**src/rtl/axi_rr_arbiter.sv**
```systemverilog
// axi_rr_arbiter: grants one of MASTER_NUM AXI masters the shared address
// path and holds the grant until the granted master's final response beat
// completes. The policy is round-robin (RR_MODE=1) or fixed priority with
// index 0 highest (RR_MODE=0).
//
//   state | meaning
//   IDLE  | no master holds the bus, sel = 0
//   BUSY  | one master holds the bus, sel one-hot until its last beat
module axi_rr_arbiter #(
    parameter int MASTER_NUM = 2,
    parameter int RR_MODE    = 1,
    parameter int ID_W       = (MASTER_NUM > 2) ? $clog2(MASTER_NUM) : 1
) (
    input  logic                  clk,
    input  logic                  rst_n,
    input  logic [MASTER_NUM-1:0] avalid,
    input  logic [MASTER_NUM-1:0] resp_valid,
    input  logic [MASTER_NUM-1:0] resp_ready,
    input  logic [MASTER_NUM-1:0] resp_last,
    output logic [MASTER_NUM-1:0] sel,
    output logic [ID_W-1:0]       grant_id,
    output logic                  busy
);

    typedef enum logic {
        IDLE = 1'b0,
        BUSY = 1'b1
    } state_t;

    state_t                  state, state_nxt;
    logic [MASTER_NUM-1:0]   sel_nxt;
    logic [ID_W-1:0]         grant_id_nxt;
    logic [ID_W-1:0]         ptr, ptr_nxt;
    logic [ID_W-1:0]         win_idx;
    logic [ID_W-1:0]         cand_idx;
    logic                    win_found;
    logic                    done;
    int                      cand;

    // Only the granted master's final completed beat ends a transaction.
    assign done = |(sel & resp_valid & resp_ready & resp_last);
    assign busy = |sel;

    // Winner search: from ptr with wrap in round-robin mode, from 0 in fixed mode.
    always_comb begin
        win_idx   = '0;
        win_found = 1'b0;
        cand      = 0;
        cand_idx  = '0;
        for (int i = 0; i < MASTER_NUM; i++) begin
            if (RR_MODE != 0) begin
                cand = int'(ptr) + i;
                if (cand >= MASTER_NUM) cand = cand - MASTER_NUM;
            end else begin
                cand = i;
            end
            cand_idx = ID_W'(cand);
            if (!win_found && avalid[cand_idx]) begin
                win_found = 1'b1;
                win_idx   = cand_idx;
            end
        end
    end

    // Next-state and next-grant logic; a new grant may replace a finishing one directly.
    always_comb begin
        state_nxt    = state;
        sel_nxt      = sel;
        grant_id_nxt = grant_id;
        ptr_nxt      = ptr;
        case (state)
            IDLE: begin
                if (win_found) begin
                    state_nxt    = BUSY;
                    sel_nxt      = MASTER_NUM'(1) << win_idx;
                    grant_id_nxt = win_idx;
                end
            end
            BUSY: begin
                if (done) begin
                    if (win_found) begin
                        sel_nxt      = MASTER_NUM'(1) << win_idx;
                        grant_id_nxt = win_idx;
                    end else begin
                        state_nxt    = IDLE;
                        sel_nxt      = '0;
                        grant_id_nxt = '0;
                    end
                end
            end
            default: begin
                state_nxt    = IDLE;
                sel_nxt      = '0;
                grant_id_nxt = '0;
            end
        endcase
        // The pointer moves past every newly granted master.
        if ((RR_MODE != 0) && win_found && ((state == IDLE) || done)) begin
            if (int'(win_idx) == MASTER_NUM - 1) ptr_nxt = '0;
            else                                 ptr_nxt = win_idx + 1'b1;
        end
    end

    // State, grant and pointer registers.
    always_ff @(posedge clk or negedge rst_n) begin
        if (!rst_n) begin
            state    <= IDLE;
            sel      <= '0;
            grant_id <= '0;
            ptr      <= '0;
        end else begin
            state    <= state_nxt;
            sel      <= sel_nxt;
            grant_id <= grant_id_nxt;
            ptr      <= ptr_nxt;
        end
    end

endmodule
```
**config.mk**
```make
export PLATFORM = sky130hd
export DESIGN_NAME = axi_rr_arbiter
export DESIGN_NICKNAME = d
export VERILOG_FILES = /design/src/rtl/axi_rr_arbiter.sv
export SDC_FILE = /design/constraint.sdc
export NUM_CORES = 1
export LEC_CHECK = 0
export ABC_AREA = 0
export ABC_CLOCK_PERIOD_IN_PS = 1300
export CAP_MARGIN = 20
export CORE_AREA = 5 5 42 44
export CTS_CLUSTER_DIAMETER = 80
export CTS_CLUSTER_SIZE = 25
export DETAILED_ROUTE_END_ITERATION = 6
export DIE_AREA = 0 0 47 49
export PLACE_DENSITY = 0.46
export SYNTH_ARGS = -nofsm -noshare
export SYNTH_HDL_FRONTEND = slang
export SYNTH_SLANG_ARGS = --single-unit
```
**constraint.sdc**
```tcl
create_clock -name clk -period 1.3 [get_ports clk]
set_clock_uncertainty 0.15 [all_clocks]
set_input_delay 0.13 -clock clk [delete_from_list [all_inputs] [get_ports clk]]
set_output_delay 0.13 -clock clk [all_outputs]
set_load 0.03 [all_outputs]
```
Word-level counts from Yosys, hierarchy flattened
Index checks and enable logic that the tools add are counted.
W data, S select, Z words.
- add/subtract/negate cells: 4
- $lt $le $gt $ge: 4
- equality and inequality tests: 2
- shift operators: 1
- muxes and demuxes: 22
- bitwise logic cells: 4
- reduce and logical (&&, ||, !) cells: 7
- operators by type and width (cell ; number):
    $mux W1 ; 16
    $and A2 B2 Y2 ; 3
    $mux W2 ; 3
    $lt A1 B2 Y1 const B ; 2
    $pmux W1 S2 ; 2
    $pmux W2 S2 ; 1
    $reduce_or A2 Y1 ; 2
    $add A1 B1 Y2 const B ; 1
    $ge A1 B2 Y1 const B ; 1
    $ge A2 B2 Y1 const B ; 1
    $logic_and A1 B1 Y1 ; 2
    $ne A2 B1 Y1 const B ; 1
    $ne A2 B2 Y1 const B ; 1
    $reduce_and A2 Y1 ; 1
    $shl A1 B1 Y2 const A ; 1
    $sub A1 B1 Y1 const B ; 2
    $add A1 B1 Y1 const B ; 1
    $logic_not A1 Y1 ; 1
    $logic_or A1 B1 Y1 ; 1
    $not A1 Y1 ; 1
- bits in registers: 5
- input port bits: 10

Logic depth before layout (Yosys ltp)
Gate-level depths: netlist (run 1).
- depth after elaboration: 12
- mapped depth: 3
- gate-level depth less buffers: 3

Least setup slack after synthesis (run 1)
No wires, ideal clock.
- path type: reg2reg
- start: register sel[1]
- end: register state
- library setup time: 0.132 ns
- data arrival time: 1.162 ns
- slack: -0.143 ns
- cell stages (with the launch flop): 4
- buffers on the path: 0
- clock period less this slack: 1.443 ns
- path through: dfrtp_1 > and4_4 > nor3_1 > or3_1
- cells in the longest elaborated chain, start to end: 6
- RTL lines (item ; line ; RTL):
    start: declaration ; 20 ; output logic [MASTER_NUM-1:0] sel,
    start signal: assignment ; 113 ; sel <= sel_nxt;
    $and A2 B2 Y2 (3 in series) ; 41 ; assign done = |(sel & resp_valid & resp_ready & resp_last);
    $reduce_or A2 Y1 ; 41 ;
    $mux W1 ; 80 ; if (done) begin
    $pmux W1 S2 ; 71 ; case (state)
    net state_nxt ; 30 ; state_t state, state_nxt;
    end signal: assignment ; 112 ; state <= state_nxt;
    end: declaration ; 30 ;
The timed path passes the listed nets, and every way through them passes these cells.
A chain may end at the register's enable or synchronous reset.

Worst setup path after layout (run 1)
- start: register sel[0]
- end: register sel[0]
- cells in the longest elaborated chain, start to end: 6
- RTL lines (item ; line):
    $and A2 B2 Y2 (3 in series) ; 41
    $reduce_or A2 Y1 ; 41
    $ne A2 B1 Y1 (no source line) ; -
    $reduce_and A2 Y1 (no source line) ; -
No other way between the ends.

==> out/results.tsv, run 1 <==
stage	metric	value	unit
cts	clk_pin_slew	0.04	ns
cts	cts_tree	built	
sta	finalCritPeriodShare	107.8	%
critical_path	cp-start-kind	register	
run	drv_cap	0	
critical_path	end_kind	register	
floorplan	dieArea	2303	sq um
cts	cts_sinks	4	
min_path	hold_depth	1	
critical_path	setup.worst_path.start	sel[0]$_DFFE_PN0P_	
sta	worst_slew_pin_slew	0.2205	ns
grt	grt_pass1_vias	262	
floorplan	start_util	15.00	%
grt	antenna_found_initial	0	
synthesis	synth_adder_area_share	0	%
placement	hpwl	522.8	um
synthesis	synthXorXnorAreaFrac	0	%
synthesis	syn-num-nets	30	
sta	slew_headroom	85.21	%
pwr	p_leak	0.1988	nW
sta	hold_viol	0	
synthesis	synth_cell_types	15	
synthesis	yosys_warnings	0	
outcome	violations	setup timing	
grt	grt.overflow.total	0	
sta	setup_violations	4	
critical_path	r2r.worst_path.cells	4	
routing	wirelength	693	um
layout	final_nets	53	
synthesis	synth_top_family_by_area	compound AO/OA/AOI/OAI gates	
grt	grt.total_usage	6.775	%
min_path	holdCritPathClass	register to register	
synthesis	yosysSeqAreaShare	47.62	%
grt	grt_max_degree	5	
synthesis	synth_area_leaders	dfrtp_1 (48%), or3_1 (6.0%), and4_4 (5.4%)	
routing	post_drt_wl_per_cell	11.95	um
synthesis	synth_compound_area_share	22.62	%
routing	ant_nets	0	
routing	avgViaCountPerCell	4.190	
floorplan	die_y	49	um
layout	n_antenna_cell	0	
sta	rsz0062_at_grt	yes	
critical_path	critPathKind	register to register	
cts	htreeDepth	1	
synthesis	syn_area	210.2	sq um
synthesis	synth_mux_area_share	0	%
synthesis	netlist.area_leader.share	47.62	%
sta	max_freq	713.7	MHz
floorplan	ios	14	
cts	cts_buffer_depth	2	
critical_path	ff2ff_setup_slack	-0.10	ns
pwr	ir_drop	0.0002400	V
routing	dr_total_vias	243	
critical_path	cp_max_fo	3	
synthesis	postSynthAreaPerCell	10.51	sq um
min_path	hold_end	ptr$_DFFE_PN0P_	
placement	place_congestion	0.7454	
sta	hold_ws	0.3775	ns
synthesis	syn_inst	20	
critical_path	regToRegStartpoint	sel[0]$_DFFE_PN0P_	
synthesis	synth.largest_area_cell	dfrtp_1	
pwr	finalPower	0.3347	mW
sta	post-route-min-period	1.401	ns
floorplan	row_count	14	
critical_path	cp.required	1.27	ns
grt	grt_pass1_wl	1028	um
sta	drv_slew	0	
placement	io_buffers	13	
routing	drc_errors	0	
synthesis	synthSimpleGateAreaFrac	22.62	%
sta	setup_slack	-0.1011	ns
critical_path	r2r-end	sel[0]$_DFFE_PN0P_	
cts	numCtsBuffers	3	
outcome	status	finished with violations	
layout	area_growth_syn_to_layout	112.5	%
min_path	hold_start	ptr$_DFFE_PN0P_	
synthesis	ys_ff_latch	4	
cts	insertion_delay	0.24	ns
floorplan	coreArea	1401	sq um
critical_path	arrival	1.37	ns
pwr	power_density	749.3	nW/um^2
cts	clock-root-buffer	clkbuf_4	
layout	drive_gt1_share	45.24	%
floorplan	die_w	47	um
routing	drtIter0Drc	2	
routing	firstDrtPassIters	2	
==> worst max path at each step <==
stage / endpoint / slack [ns] / cells after the start
after floorplan: sel[0]$_DFFE_PN0P_ / -0.08 / 3
after global placement: busy / -0.23 / 2
after detailed placement: busy / -0.23 / 2
after CTS: sel[0]$_DFFE_PN0P_ / -0.10 / 4
after global routing: sel[0]$_DFFE_PN0P_ / -0.13 / 4
final: sel[0]$_DFFE_PN0P_ / -0.10 / 4
==> repair_timing <==
item                                    in CTS  in global routing
pin swaps                                    2                  0
endpoints found under the hold margin        4                  0
cloned                                       0                  0
resized for setup                           11                  2
endpoints found under the setup margin       5                  6
buffers inserted                             1                  0
hold buffers                                 1                  0
==> registers in the layout, summed over array words and instances, names as in the netlist <==
register	flops
state	1
sel	2
ptr	1
==> cells in the final DEF, fill, tap and decap left out <==
master           instances
or3_1                    2
buf_4                    5
a22o_1                   1
nand2_1                  1
buf_6                    4
o31ai_2                  1
nor3_2                   1
dfrtp_1                  2
dfrtp_2                  2
o2bb2ai_1                1
dlygate4sd3_1            1
o31a_1                   1
o21ai_0                  1
clkdlybuf4s50_1          9
inv_1                    2
or2_2                    1
o22a_1                   1
clkbuf_1                 1
and4_4                   2
clkbuf_4                 3
==> through the flow <==
stage	utilization [%]	setup TNS, ns	setup WS (ns)	instance area (sq um)	cells
2_1_floorplan	-	-0.1495	-0.08025	212.7	20
5_1_grt	31.87	-0.4690	-0.1303	446.7	58
3_5_place_dp	26.96	-0.9404	-0.2328	377.9	52
6_report	31.87	-0.2578	-0.1011	446.7	58
3_3_place_gp	26.96	-0.8972	-0.2288	377.9	52
4_1_cts	31.25	-0.3821	-0.1048	437.9	58
==> synthesized netlist by cell type <==
master     count
a22o_1         1
and4_1         1
o2bb2ai_1      1
buf_4          1
o21ai_0        1
o31ai_1        1
inv_1          2
o22a_1         1
o31a_1         1
dfrtp_1        4
or2_2          1
nor3_1         1
or3_1          2
nand2_1        1
and4_4         1
==> layout make-up <==
class / instances / area (sq um)
inverters: 2 / 7.507
fillers: 157 / 954.7
clock buffers: 4 / 26.28
multi-input cells: 13 / 107.6
well taps: 16 / 20.02
repair buffers: 19 / 182.7
flip-flops and latches: 4 / 102.6
==> cell families after synthesis <==
logic type / after synthesis
buf+inv: 3
flops: 4
compound gates: 6
simple gates: 7
==> worst max-delay path: stages, from the launching register on <==
cell and delay [ns]:
dfrtp_2 0.40, buf_6 0.11, and4_4 0.15, o31a_1 0.29, a22o_1 0.19
==> metal layers <==
metal | part of all wire (%) | track usage [%] | up-vias
met1 | 40 | 7.080 | 109
met4 | 0 | 6.912 | 0
met5 | 0 | 0 | -
met3 | 14 | 3.690 | 0
li1 | - | - | 120
met2 | 46 | 8.824 | 14
==> where the power goes <==
part	switching (mW)	total (mW)	internal (mW)
clock network	0.0540	0.169	0.115
registers	0	0.125	0.125
logic	0.0102	0.0402	0.0300
total	0.0642	0.335	0.270
Power figures use the tool's default switching activity.
==> run 2: changes to the inputs <==
CTS_CLUSTER_SIZE = 28   (was 25)
==> results of run 2 <==
Same layout as run 1: the final DEF is identical, and so are final timing and power.
